==> config.mk <==
export PLATFORM = sky130hd
export DESIGN_NAME = gomoku_turn_ctrl
export DESIGN_NICKNAME = d
export VERILOG_FILES = /design/src/rtl/gomoku_turn_ctrl.sv
export SDC_FILE = /design/constraint.sdc
export NUM_CORES = 1
export LEC_CHECK = 0
export ABC_CLOCK_PERIOD_IN_PS = 7400
export CAP_MARGIN = 10
export CORE_MARGIN = 2
export CORE_UTILIZATION = 62
export DETAILED_ROUTE_END_ITERATION = 7
export PLACE_DENSITY = 0.91
export SYNTH_ARGS = -nofsm -noshare
export SYNTH_HDL_FRONTEND = slang
export SYNTH_SLANG_ARGS = --single-unit
==> constraint.sdc <==
create_clock -name clk -period 7.4 [get_ports clk]
set_input_delay 1.48 -clock clk [delete_from_list [all_inputs] [get_ports clk]]
set_output_delay 1.48 -clock clk [all_outputs]
set_load 0.005 [all_outputs]
==> src/rtl/gomoku_turn_ctrl.sv <==
// Turn controller for a 7x7 gomoku board: cursor, placement legality, move issue and result latch.
// Fully registered outputs; buttons are ignored while a move is in flight and after the game ends.
module gomoku_turn_ctrl #(
    parameter int N           = 7,
    parameter int CW          = 3,
    parameter int RESULT_WAIT = 2
) (
    input  logic          clk,
    input  logic          resetn,
    input  logic          btn_up,
    input  logic          btn_down,
    input  logic          btn_left,
    input  logic          btn_right,
    input  logic          btn_place,
    input  logic [1:0]    board_state,
    output logic          go,
    output logic [CW-1:0] x,
    output logic [CW-1:0] y,
    output logic          color,
    output logic [CW-1:0] cursor_x,
    output logic [CW-1:0] cursor_y,
    output logic          turn,
    output logic          busy,
    output logic          illegal,
    output logic [5:0]    move_count,
    output logic          game_over,
    output logic [1:0]    winner
);

    localparam int CELLS = N * N;
    localparam int IW    = $clog2(CELLS);
    localparam int WW    = (RESULT_WAIT > 1) ? $clog2(RESULT_WAIT) : 1;
    localparam logic [CW-1:0] MAXC = CW'(N - 1);
    localparam logic [CW-1:0] MIDC = CW'(N / 2);

    typedef enum logic [2:0] {
        S_PLAY,
        S_ISSUE,
        S_WAIT,
        S_EVAL,
        S_OVER
    } state_t;

    state_t          state_q, state_d;
    logic [WW-1:0]   cnt_q, cnt_d;
    logic [CW-1:0]   cur_x_q, cur_x_d, cur_y_q, cur_y_d;
    logic [CW-1:0]   x_q, x_d, y_q, y_d;
    logic            color_q, color_d, turn_q, turn_d;
    logic            go_q, go_d, busy_q, busy_d, illegal_q, illegal_d;
    logic [5:0]      mcnt_q, mcnt_d;
    logic            over_q, over_d;
    logic [1:0]      winner_q, winner_d;
    logic [CELLS-1:0] occ_q, occ_d;
    logic [IW-1:0]   cur_idx;

    assign cur_idx = IW'(cur_y_q) * IW'(N) + IW'(cur_x_q);

    always_ff @(posedge clk) begin
        if (!resetn) begin
            state_q   <= S_PLAY;
            cnt_q     <= '0;
            cur_x_q   <= MIDC;
            cur_y_q   <= MIDC;
            x_q       <= '0;
            y_q       <= '0;
            color_q   <= 1'b0;
            turn_q    <= 1'b0;
            go_q      <= 1'b0;
            busy_q    <= 1'b0;
            illegal_q <= 1'b0;
            mcnt_q    <= '0;
            over_q    <= 1'b0;
            winner_q  <= 2'd0;
            occ_q     <= '0;
        end else begin
            state_q   <= state_d;
            cnt_q     <= cnt_d;
            cur_x_q   <= cur_x_d;
            cur_y_q   <= cur_y_d;
            x_q       <= x_d;
            y_q       <= y_d;
            color_q   <= color_d;
            turn_q    <= turn_d;
            go_q      <= go_d;
            busy_q    <= busy_d;
            illegal_q <= illegal_d;
            mcnt_q    <= mcnt_d;
            over_q    <= over_d;
            winner_q  <= winner_d;
            occ_q     <= occ_d;
        end
    end

    always_comb begin
        state_d   = state_q;
        cnt_d     = cnt_q;
        cur_x_d   = cur_x_q;
        cur_y_d   = cur_y_q;
        x_d       = x_q;
        y_d       = y_q;
        color_d   = color_q;
        turn_d    = turn_q;
        go_d      = 1'b0;
        busy_d    = busy_q;
        illegal_d = 1'b0;
        mcnt_d    = mcnt_q;
        over_d    = over_q;
        winner_d  = winner_q;
        occ_d     = occ_q;

        case (state_q)
            S_PLAY: begin
                if (btn_place) begin
                    if (occ_q[cur_idx]) begin
                        illegal_d = 1'b1;
                    end else begin
                        x_d            = cur_x_q;
                        y_d            = cur_y_q;
                        color_d        = turn_q;
                        occ_d[cur_idx] = 1'b1;
                        mcnt_d         = mcnt_q + 6'd1;
                        go_d           = 1'b1;
                        busy_d         = 1'b1;
                        state_d        = S_ISSUE;
                    end
                end else begin
                    // Opposing pulses cancel; each axis saturates independently.
                    if (btn_up && !btn_down && cur_y_q != '0)
                        cur_y_d = cur_y_q - 1'b1;
                    else if (btn_down && !btn_up && cur_y_q != MAXC)
                        cur_y_d = cur_y_q + 1'b1;
                    if (btn_left && !btn_right && cur_x_q != '0)
                        cur_x_d = cur_x_q - 1'b1;
                    else if (btn_right && !btn_left && cur_x_q != MAXC)
                        cur_x_d = cur_x_q + 1'b1;
                end
            end
            S_ISSUE: begin
                cnt_d   = WW'(RESULT_WAIT - 1);
                state_d = S_WAIT;
            end
            S_WAIT: begin
                if (cnt_q == '0)
                    state_d = S_EVAL;
                else
                    cnt_d = cnt_q - 1'b1;
            end
            S_EVAL: begin
                // busy spans ISSUE, WAIT and EVAL: every cycle a move is unresolved.
                busy_d = 1'b0;
                if (board_state == 2'd1 || board_state == 2'd2) begin
                    winner_d = board_state;
                    over_d   = 1'b1;
                    state_d  = S_OVER;
                end else if (mcnt_q == 6'(CELLS)) begin
                    winner_d = 2'd3;
                    over_d   = 1'b1;
                    state_d  = S_OVER;
                end else begin
                    turn_d  = ~turn_q;
                    state_d = S_PLAY;
                end
            end
            S_OVER: begin
                state_d = S_OVER;
            end
            default: begin
                state_d = S_PLAY;
            end
        endcase
    end

    assign go         = go_q;
    assign x          = x_q;
    assign y          = y_q;
    assign color      = color_q;
    assign cursor_x   = cur_x_q;
    assign cursor_y   = cur_y_q;
    assign turn       = turn_q;
    assign busy       = busy_q;
    assign illegal    = illegal_q;
    assign move_count = mcnt_q;
    assign game_over  = over_q;
    assign winner     = winner_q;

endmodule
==> flow_metrics.py <==
metrics = {
    "timing": {
        "setup_violations": 0,
        "finalHoldViolCount": 0,
        "rsz0062_at_grt": "false",
        "fin_tns_setup_ns": 0,
        "fmax_ghz": 0.1881,
        "max_slew.worst_pin.slew_ns": 1.032,
        "slew_viol_final": 0,
        "finalWorstSetupSlack_ns": 2.083,
        "clock_skew_ns": 0.007616,
        "period_needed_ns": 5.317,
        "relSlewSlack_pct": 31.21,
        "timing.final.crit_share_pct": 71.85,
    },
    "routing": {
        "via_count": 3029,
        "drt_iter0_markers": 262,
        "first_pass_iters": 5,
        "vias_per_cell": 6.324,
        "drt-total-wl_um": 8568,
        "wl_per_cell_um": 17.89,
        "drc": 0,
        "ant_nets": 0,
    },
    "power": {
        "p_seq_share_pct": 27.2,
        "pwr-share-comb_pct": 54.6,
        "p_switching_uw": 920.0,
        "p_leak_uw": 0.001643,
        "p_per_area_mw_per_mm2": 454.8,
        "clkPwrFrac_pct": 18.2,
        "p_int_uw": 1051,
        "switching_share_pct": 46.67,
        "ir_worst_vdd_mv": 0.4263,
    },
    "critical_path": {
        "cp.arrival_ns": 5.62,
        "crit_top_cell": "fa_1",
        "slowest_delay_ns": 1.15,
        "worst-path-buf-inv": 0,
        "cpLargestDelayFamily": "adder cells",
        "crit_chain": "fa_1 -> fa_1 -> fa_1 -> mux4_2 -> and3_1 -> a31oi_1 -> o2111ai_1 -> a31oi_4 -> and3_1 -> a32o_1",
        "end_kind": "register",
        "cp_max_fo": 40,
        "startpoint_type": "register",
        "crit_required_ns": 7.70,
        "critPathSlowestCell": "fa_1",
        "crit_type": "reg2reg",
    },
    "place": {
        "portBuffers": 34,
        "hpwlAfterDp_um": 5783,
        "dp.cells": 464,
        "place_ws_ns": 2.146,
        "routabilityCongestion": 0.8985,
    },
    "global_routing": {
        "grt_pass1_wl_um": 13990,
        "grt-ovfl-total": 0,
        "grt_max_degree": 79,
        "antenna_found_initial": 0,
        "grt_usage_pct": 27.78,
        "grt_pass1_vias": 2902,
    },
    "cells_and_area": {
        "final_cells": 479,
        "fin_nets": 431,
        "fin_util_pct": 73.20,
        "syn2layout_area_growth_pct": 13.95,
        "drive_gt1_share_pct": 9.653,
        "n_antenna_cell": 0,
    },
    "synth": {
        "syn_nets": 407,
        "post_synth_num_cell_types": 46,
        "yosysWarnings": 0,
        "ys_async_sr_fraction_pct": 0,
        "synth.ff_latch_count": 79,
        "syn_avg_cell_area_um2": 10.12,
        "synth_flop_cell": "dfxtp_1",
        "syn_inst": 376,
        "syn_area_mm2": 0.003804,
        "ys_seq_area_share_pct": 41.58,
        "synth_edf_count": 0,
    },
    "floorplan": {
        "die_y_um": 82.33,
        "core_area_mm2": 0.005921,
        "die_area_mm2": 0.006777,
        "die_w_um": 82.33,
        "start_util_pct": 64.24,
        "num_io_pins": 35,
        "rows": 28,
    },
    "clock_network": {
        "clock_path_buffers": 2,
        "clk_latency_ns": 0.36,
        "cts_sinks": 79,
        "cts_resized": 0,
        "post_cts_buffers": 0,
        "cts_made_buffers": 9,
        "clockRootBuffer": "clkbuf_8",
        "cts_tree": "done",
        "clk_pin_slew_worst_paths_ns": 0.08,
        "cts_htree_levels": 3,
        "cts-hold-fix-buffers": 0,
    },
    "run_status": {
        "status": "completed",
    },
    "run": {
        "maxCapViolations": 0,
    },
    "min_path": {
        "hold_class": "reg2reg",
    },
}
## sequential cells by signal (all words and copies together), names as in the netlist, 2 cells and up
register and count:
winner 2, move_count 6, y 3, cursor_x 3, cursor_y 3, x 3
state_q 3, occ_q 49
## cell usage after synthesis, types with 5 or more instances
cell,number,area (um^2)
nor2_1,33,123.9
a32o_1,20,200.2
xor2_1,5,43.79
clkbuf_1,12,45.04
a21oi_1,11,55.05
mux2i_1,6,60.06
o21ai_0,18,90.09
nand2b_1,8,50.05
fa_1,6,120.1
nor3_1,5,25.02
nand2_1,36,135.1
inv_1,13,48.80
a22o_1,21,183.9
or3_1,5,31.28
ha_1,16,200.2
nand3_1,17,85.08
mux4_2,12,270.3
xnor2_1,8,70.07
dfxtp_1,79,1582
## path summary, 6_finish.rpt
kind                                  start  cells past startpoint  slack, ns        end
worst max register to register  cursor_y[2]                     10       2.08  occ_q[48]
worst min-delay path              occ_q[21]                      1       0.47  occ_q[21]
worst min register to register    occ_q[21]                      1       0.47  occ_q[21]
worst max-delay path            cursor_y[2]                     10       2.08  occ_q[48]
## layout make-up
cell class,count,area [um^2]
sequential,79,1582
timing repair buffer,35,342.8
tap,75,93.84
multi-input combinational,262,2048
clock buffer,10,137.6
inverter,13,48.80
fill,421,1587
clock inverter,5,81.33
## cell families after synthesis
kind of cell,count (synthesis),share of synthesized area (%)
muxes,19,8.980
and+or+nand+nor,123,15.53
AOI/OAI and AO/OA,84,17.50
DFF,79,41.58
buffers and inverters,35,4.572
adders and majority gates,22,8.421
xor gates and xnor gates,14,3.421
## power groups by stage
stage,Clock (uW),Combinational [uW],Sequential [uW]
detailed placement,0,1050,544
global placement,0,1020,541
floorplan,0,836,531
CTS,360,1060,535
finish,359,1080,535
global route,380,1160,543
## cell usage in the layout, fill, tap and decap left out, types with 2 or more instances in the layout
| cell type | netlist | layout |
|---|---|---|
| nand2b_1 | 8 | 8 |
| mux2i_1 | 6 | 6 |
| clkbuf_8 | 0 | 10 |
| mux4_2 | 12 | 12 |
| fa_1 | 6 | 6 |
| o211ai_1 | 2 | 2 |
| a21oi_1 | 11 | 11 |
| xnor2_1 | 8 | 8 |
| a211oi_1 | 3 | 3 |
| o21ai_0 | 18 | 18 |
| xor2_1 | 5 | 5 |
| bufinv_16 | 0 | 2 |
| ha_1 | 16 | 16 |
| nor2_2 | 2 | 2 |
| and3_1 | 3 | 3 |
| nor3_1 | 5 | 5 |
| nand3b_1 | 4 | 4 |
| dfxtp_1 | 79 | 79 |
| a22o_1 | 21 | 21 |
| nand3_1 | 17 | 17 |
| nor2_1 | 33 | 33 |
| clkdlybuf4s50_1 | 0 | 33 |
| a32o_1 | 20 | 20 |
| inv_1 | 13 | 13 |
| or3_1 | 5 | 5 |
| nand4_1 | 3 | 3 |
| nand2_1 | 36 | 36 |
## layer usage
metal / track usage (%) / share of wire [%] / vias up
met2: 44.52 / 49 / 104
met5: 0 / 0 / -
met3: 6.196 / 6.1 / 25
met1: 35.30 / 43 / 1480
met4: 14.00 / 2.4 / 0
li1: - / - / 1420
## metrics by stage
stage / total power, uW / area, um^2 / hold slack, ns
floorplan: 1367 / 3804 / 0.4198
global placement: 1557 / 4115 / 0.4367
detailed placement: 1593 / 4115 / 0.4497
CTS: 1956 / 4334 / 0.4678
global route: 2085 / 4334 / 0.4882
finish: 1971 / 4334 / 0.4684
(Power assumes the default switching activity.)
